### config.mk
export PLATFORM = sky130hd
export DESIGN_NAME = wavetable_voice_sched
export DESIGN_NICKNAME = d
export VERILOG_FILES = /design/src/rtl/wavetable_voice_sched.sv
export SDC_FILE = /design/constraint.sdc
export NUM_CORES = 1
export LEC_CHECK = 0
export ABC_CLOCK_PERIOD_IN_PS = 5500
export BUFFER_PORTS_ARGS = -buffer_cell sky130_fd_sc_hd__buf_2
export CAP_MARGIN = 10
export CORE_MARGIN = 2
export CORE_UTILIZATION = 45
export CTS_BUF_LIST = sky130_fd_sc_hd__clkbuf_2
export CTS_CLUSTER_SIZE = 8
export DETAILED_ROUTE_END_ITERATION = 12
export GPL_TIMING_DRIVEN = 0
export PLACE_DENSITY_LB_ADDON = 0.2
export SYNTH_ARGS = -nofsm -noshare
export SYNTH_HDL_FRONTEND = slang
export SYNTH_SLANG_ARGS = --single-unit
### constraint.sdc
create_clock -name clk -period 5.5 [get_ports clk]
set_input_delay 0.55 -clock clk [delete_from_list [all_inputs] [get_ports clk]]
set_output_delay 0.55 -clock clk [all_outputs]
set_load 0.01 [all_outputs]
### src/rtl/wavetable_voice_sched.sv
// wavetable_voice_sched
//   Owns the single port of the 512x16 wavetable RAM. Between audio ticks the
//   host may write the RAM. On each tick every voice gets a fixed-length slot:
//   its RAM sample is read, its contribution is added to a signed accumulator,
//   and its phase is advanced. After the last slot the mixed sample is
//   presented for one cycle.
//
//   Optional feature macro: WT_INTERP_EN. When it is defined, each slot does a
//   second read at address+1 and interpolates linearly using the 8 phase bits
//   below the address.
//
// Ports
//   clk, rst                     clock, synchronous active-high reset
//   sample_tick                  one-cycle audio-rate pulse
//   cfg_we/voice/inc/en          per-voice increment + enable write (any state)
//   host_wr_req/addr/data/ack    host RAM write; req held until the ack pulse
//   ram_addr/wdata/rdata         RAM port (rdata valid the cycle after ram_re)
//   ram_ce/we/re                 RAM strobes
//   mix_out, mix_valid           signed mixed sample + one-cycle strobe
//   tick_overrun                 sticky: a tick arrived with one already pending
module wavetable_voice_sched #(
  parameter int NUM_VOICES = 4,
  parameter int PHASE_W    = 24
) (
  input  logic                          clk,
  input  logic                          rst,
  input  logic                          sample_tick,
  input  logic                          cfg_we,
  input  logic [$clog2(NUM_VOICES)-1:0] cfg_voice,
  input  logic [PHASE_W-1:0]            cfg_inc,
  input  logic                          cfg_en,
  input  logic                          host_wr_req,
  input  logic [8:0]                    host_wr_addr,
  input  logic [15:0]                   host_wr_data,
  output logic                          host_wr_ack,
  output logic [8:0]                    ram_addr,
  output logic [15:0]                   ram_wdata,
  input  logic [15:0]                   ram_rdata,
  output logic                          ram_ce,
  output logic                          ram_we,
  output logic                          ram_re,
  output logic [15:0]                   mix_out,
  output logic                          mix_valid,
  output logic                          tick_overrun
);
  localparam int VW = $clog2(NUM_VOICES);
  localparam int AW = 16 + VW;

`ifdef WT_INTERP_EN
  typedef enum logic [2:0] {IDLE, HWR, V_ADDR, V_DATA, V_ADDR2, V_DATA2, DONE} state_t;
  localparam state_t ADV = V_DATA2;  // slot's last state: accumulate + advance
`else
  typedef enum logic [2:0] {IDLE, HWR, V_ADDR, V_DATA, DONE} state_t;
  localparam state_t ADV = V_DATA;
`endif

  state_t               state, state_n;
  logic [VW-1:0]        voice;
  logic signed [AW-1:0] acc, contrib, acc_sum, mix_sh;
  logic [PHASE_W-1:0]   phase [NUM_VOICES];
  logic [PHASE_W-1:0]   inc   [NUM_VOICES];
  logic [NUM_VOICES-1:0] en;
  logic                 pending, overrun, tick_go, last;
  logic [8:0]           addr0;
  logic signed [15:0]   s_rd;

  assign addr0    = phase[voice][PHASE_W-1 -: 9];
  assign s_rd     = {~ram_rdata[15], ram_rdata[14:0]};  // offset-binary -> signed
  assign last     = (voice == VW'(NUM_VOICES - 1));
  assign tick_go  = sample_tick | pending;
  assign acc_sum  = acc + contrib;
  assign mix_sh   = acc_sum >>> VW;
  // The dropped tick is flagged in its own cycle; the register keeps it sticky.
  assign tick_overrun = overrun | (sample_tick & pending & (state != IDLE));

`ifdef WT_INTERP_EN
  logic signed [15:0] s0_q;
  logic [7:0]         frac;
  logic signed [16:0] diff;
  logic signed [25:0] prod, interp_v;

  assign frac     = phase[voice][PHASE_W-10 -: 8];
  assign diff     = {s_rd[15], s_rd} - {s0_q[15], s0_q};
  assign prod     = diff * $signed({1'b0, frac});
  assign interp_v = $signed({{10{s0_q[15]}}, s0_q}) + (prod >>> 8);
  assign contrib  = en[voice] ? interp_v[AW-1:0] : '0;
`else
  assign contrib  = en[voice] ? {{VW{s_rd[15]}}, s_rd} : '0;
`endif

  always_comb begin
    state_n     = state;
    ram_ce      = 1'b0;
    ram_we      = 1'b0;
    ram_re      = 1'b0;
    ram_addr    = '0;
    ram_wdata   = '0;
    host_wr_ack = 1'b0;
    mix_valid   = 1'b0;
    case (state)
      IDLE: begin
        if (tick_go)          state_n = V_ADDR;  // sweep beats host
        else if (host_wr_req) state_n = HWR;
      end
      HWR: begin
        ram_ce      = 1'b1;
        ram_we      = 1'b1;
        ram_addr    = host_wr_addr;
        ram_wdata   = host_wr_data;
        host_wr_ack = 1'b1;
        state_n     = IDLE;
      end
      V_ADDR: begin
        ram_ce   = 1'b1;
        ram_re   = 1'b1;
        ram_addr = addr0;
        state_n  = V_DATA;
      end
`ifdef WT_INTERP_EN
      V_DATA:  state_n = V_ADDR2;
      V_ADDR2: begin
        ram_ce   = 1'b1;
        ram_re   = 1'b1;
        ram_addr = addr0 + 9'd1;  // 511 wraps to 0
        state_n  = V_DATA2;
      end
      V_DATA2: state_n = last ? DONE : V_ADDR;
`else
      V_DATA:  state_n = last ? DONE : V_ADDR;
`endif
      DONE: begin
        mix_valid = 1'b1;
        state_n   = IDLE;
      end
      default: state_n = IDLE;
    endcase
  end

  always_ff @(posedge clk) begin
    if (rst) begin
      state   <= IDLE;
      voice   <= '0;
      acc     <= '0;
      pending <= 1'b0;
      overrun <= 1'b0;
      mix_out <= '0;
      en      <= '0;
      for (int i = 0; i < NUM_VOICES; i++) begin
        phase[i] <= '0;
        inc[i]   <= '0;
      end
`ifdef WT_INTERP_EN
      s0_q    <= '0;
`endif
    end else begin
      state <= state_n;
      // Same-cycle cfg write to the voice being advanced: the advance below
      // reads the old inc/en, the new values apply from its next slot.
      if (cfg_we) begin
        inc[cfg_voice] <= cfg_inc;
        en[cfg_voice]  <= cfg_en;
      end
      if (state == IDLE) pending <= 1'b0;
      else if (sample_tick) begin
        if (pending) overrun <= 1'b1;
        else         pending <= 1'b1;
      end
      if (state == IDLE && tick_go) begin
        voice <= '0;
        acc   <= '0;
      end
`ifdef WT_INTERP_EN
      if (state == V_DATA) s0_q <= s_rd;
`endif
      if (state == ADV) begin
        acc          <= acc_sum;
        phase[voice] <= en[voice] ? phase[voice] + inc[voice] : '0;
        voice        <= voice + 1'b1;
        // Load the mix on the way into DONE so it lines up with mix_valid.
        if (last) mix_out <= mix_sh[15:0];
      end
    end
  end
endmodule

* Word level (Yosys, flattened, before mapping) *
Memories as Yosys holds them, arrays and structs flattened. A register that Yosys moved wholly into a read port is not among the register bits.
Index checks and enable logic that the tools add are counted.

word-level totals
  output and inout port bits = 47
  memory bits (writable) = 192
  word-level logic and storage cells = 77
  register bits after elaboration = 45
  input port bits = 73
  memories kept = 2

cells by class
  $lt $le $gt $ge = 3
  add/subtract/negate cells = 3
  reductions and logical operators = 11
  eq/ne operators = 6
  bitwise gates (word level) = 6
  multiplexer cells = 39

memory list
  memory  words  width  read ports  clocked after memory_dff  write ports  RTL line  text
  inc     4      24     1           1                         4            61        logic [PHASE_W-1:0] inc [NUM_VOICES];
  phase   4      24     1           1                         4            60        logic [PHASE_W-1:0] phase [NUM_VOICES];

operators by type and width
  kind                   count
  $mux W24               3
  $mux W18               3
  $reduce_or A24 Y1      2
  $add A24 B24 Y24       1
  $add A18 B18 Y18       1
  $pmux W9 S2            1
  $mux W1                16
  $mux W16               1
  $mux W2                8
  $mux W3                3
  $pmux W3 S3            1
  $eq A3 B2 Y1 const B   2
  $lt A2 B3 Y1 const B   2
  $bwmux W4              1
  $reduce_or A2 Y1       2
  $eq A3 B1 Y1 const B   1
  $eq A3 B3 Y1 const B   1
  $logic_not A3 Y1       1
  $ne A3 B3 Y1 const B   1
  $reduce_and A3 Y1      1
  $reduce_bool A3 Y1     1
  $add A2 B1 Y2 const B  1
  $and A1 B1 Y1          2
  $bmux W1 S2            1
  other kinds (8)        11

* Logic depth before layout (Yosys ltp) *
  word-level depth = 6
  depth in mapped cells = 13
  gate-level depth less buffers = 11

* Worst setup path after synthesis *
OpenSTA, ideal clock, no wires.

  path kind = flip-flop to flip-flop
  start point = register with a tool-made name
  end point = memory phase[0][21] (data pin)
  data required time = 5.230 ns
  clock period less this slack = 3.926 ns
  buffers on the path = 2
  library setup time = 0.270 ns
  data arrival time = 3.656 ns
  stages on the path, launching flop included = 12
  setup slack = 1.574 ns
  path through = dfxtp_1 -> buf_2 -> buf_1 -> mux4_2 -> ha_1 -> nand2_1 -> o31a_1 -> o32ai_1 -> o21ai_0 -> a2111oi_0 -> o21a_1 -> nor3_1

RTL lines
  item       RTL line
  to (decl)  60

==> flow_summary.ini <==
[clock_network]
post_cts_resized = 0
htree_levels = 2
clkLatencyLatePin_ps = 910
clock_path_buffers = 3
cts_root_buffer = clkbuf_2
cts_tree = built
path_clk_slew_ps = 100
cts_made_buffers = 61
cts.sinks = 239
post-cts-setup-buffer-count = 0

[power]
total_leakage_power_nw = 5.815
swShare = 0.2851
power_frac_comb = 0.148
power.internal_mw = 2.785
peakVddDrop_uv = 236.9
p_sw_mw = 1.111
power_frac_seq = 0.528
power_density_nw_per_um2 = 278.6
clock_power_share = 0.324

[die]
fp.dieW_um = 167.9
core.rowCount = 59
design.die.area_um2 = 28180
io_pins = 120
chipHeight_um = 167.9
initial_core_util = 0.4612
coreArea_um2 = 26210

[critical_path]
end_kind = flop
cp_max_fo = 10
cp.arrival_ps = 5610
cp-start-kind = flop
cp.required_ps = 6110
path_class = flop to flop
crit_chain = buf_1, clkbuf_1, clkbuf_1, mux4_2, ha_1, clkbuf_1, and3_1, nand2_1, o31ai_1, a41oi_1, xor2_1, nor2_1
cp_top_family = buffers and inverters
cp_slowest_cell = buf_1
path_buf_inv = 4
path_common_cell = clkbuf_1
cp_slowest_stage_delay_ps = 650

[route]
detail_route.wl_per_cell_um = 18.63
vias = 8706
first_iter_violations = 565
firstDrtPassIters = 5
ant_nets = 0
viasPerCell = 5.374
wl_um = 30180
drc_errors = 0

[flow_run]
cap_violations = 0

[synthesis]
synthSimpleGateAreaFrac = 0.1472
synthesis.nets = 1147
synth_area_leader_cell = edfxtp_1
synthAdderAreaFrac = 0.04576
synth_area_per_cell_um2 = 11.72
synth-edff-count = 192
synth_top_family_by_area = simple AND/OR/NAND/NOR gates
synth_ff_type = edfxtp_1
async_reset_ff_frac = 0
synth-xor-area-share = 0.02536
netlist_top_cells_area = edfxtp_1, mux4_2, dfxtp_1, nor2_1, ha_1
synth_mux_area_frac = 0.09639
synth_compound_area_frac = 0.09307
syn_inst = 1031
synth.most_common_cell = edfxtp_1
ys_warn_count = 0
synth_top_area_share = 0.4771
synth_cell_types = 64
synth_area_um2 = 12090
synth_commonest_cells = edfxtp_1, nor2_1, nand2_1
ys_seq_area_frac = 0.5549
synth-seq-cells = 239

[sta]
min_period_ps = 5003
max_freq_mhz = 199.9
maxSlewViolCount = 0
fin_worst_skew_ps = 101.2
hold_viol = 0
relSlewSlack = 0.3584
rsz0062_at_grt = false
setup_viol = 0
timing.final.crit_share = 0.9096
tightest_slew_ps = 962.5
setup_tns_ps = 0

[global_routing]
grt_overflow = 0
grt_usage = 0.2143
grt_pass1_wl_um = 46600
grt_pass1_vias = 8737
grt_antenna_before_repair = 1
grt_start_max_net_pins = 25

[placed_design]
hpwlAfterDp_um = 20370
portBuffers = 118
routabilityCongestion = 0.9069

[layout]
multiInputGateArea_um2 = 4951
layout-drive-gt1-share = 0.2399
seq_area_um2 = 6706
area_growth_pct = 15.73
nFillCells = 2372
nets = 1357
post-route-util = 0.5337

[worst_hold_path]
hold_path.class = input port to flop

[status]
outcome = finished, final reports clean
-- layout make-up --
cell class,count,share of cell area
inverters,43,0.01154
clock inverters,20,0.01029
diodes,1,0.0001789
flip-flops and latches,239,0.4795
plain buffers,60,0.02067
multi-input cells,689,0.3540
clock buffers,86,0.03077
repair buffers,147,0.06307
well taps,335,0.02997
-- worst register-to-register path: cells and delay by family, from the launching register on --
kind | cells | cell delay (ps)
AO/OA/AOI/OAI | 2 | 780
flip-flops | 1 | 400
multiplexers | 1 | 440
adder cells (fa/ha/maj) | 1 | 290
AND/OR/NAND/NOR | 3 | 420
XOR/XNOR | 1 | 350
buffers and inverters | 4 | 2060
-- registers in the layout, summed over array words and instances, names as in the netlist, named ones only --
signal and flops:
acc 18, state 3, en 4, voice 2, pending 1, phase 96, inc 96, mix_out 16
overrun 1
-- power groups by stage --
stage | Sequential, mW | Clock (mW) | Combinational (mW)
detailed placement | 2.10 | 0 | 0.559
CTS | 2.06 | 1.29 | 0.578
global placement | 2.10 | 0 | 0.553
global route | 2.07 | 1.38 | 0.631
floorplan | 2.09 | 0 | 0.386
finish | 2.06 | 1.26 | 0.577
-- path summary, 6_finish.rpt --
kind,from,end,slack (ps),cells past startpoint
min,cfg_we,en[0],80,4
min reg2reg,mix_out[3],mix_out[3],460,2
max,flop,phase[1][22],500,12
max reg2reg,flop,phase[1][22],500,12
-- cell families after synthesis --
family          count (synthesis)
simple gates                  393
mux                            55
fa+ha+maj                      43
buf+inv                       103
compound gates                163
xor+xnor                       35
flops                         239
-- what timing repair did --
item,CTS,global route
hold buffers,28,0
endpoints found under the setup margin,0,0
hold endpoints to repair,69,0
-- through the flow --
step,power [mW],instances,hold slack (ps),setup slack (ps),cell area [µm²]
after detailed placement,2.660,1485,444.5,522.3,13130
after floorplan,2.477,1031,431.5,1574,12090
after global routing,4.074,1620,23.20,138.3,13990
after CTS,3.926,1619,2.999,498.9,13980
after global placement,2.653,1484,441.2,554.6,13100
final,3.896,1620,79.91,497.3,13990
-- placed cells by master, fill, tap and decap left out, types with 28 or more instances in the layout --
cell,count
and2_1,28
a21oi_1,46
clkbuf_1,41
nor2_1,186
inv_1,43
dfxtp_1,47
mux4_2,49
edfxtp_1,192
nand2_1,93
dlygate4sd3_1,28
clkbuf_2,86
buf_2,127
ha_1,41
-- per-layer routing --
| layer | track usage | vias up | share of wire |
|---|---|---|---|
| li1 | - | 4189 | - |
| met1 | 0.2840 | 4205 | 0.44 |
| met4 | 0.06389 | 0 | 0.018 |
| met2 | 0.3636 | 274 | 0.48 |
| met3 | 0.03620 | 38 | 0.062 |
| met5 | 0 | - | 0 |
(Power assumes the default switching activity.)
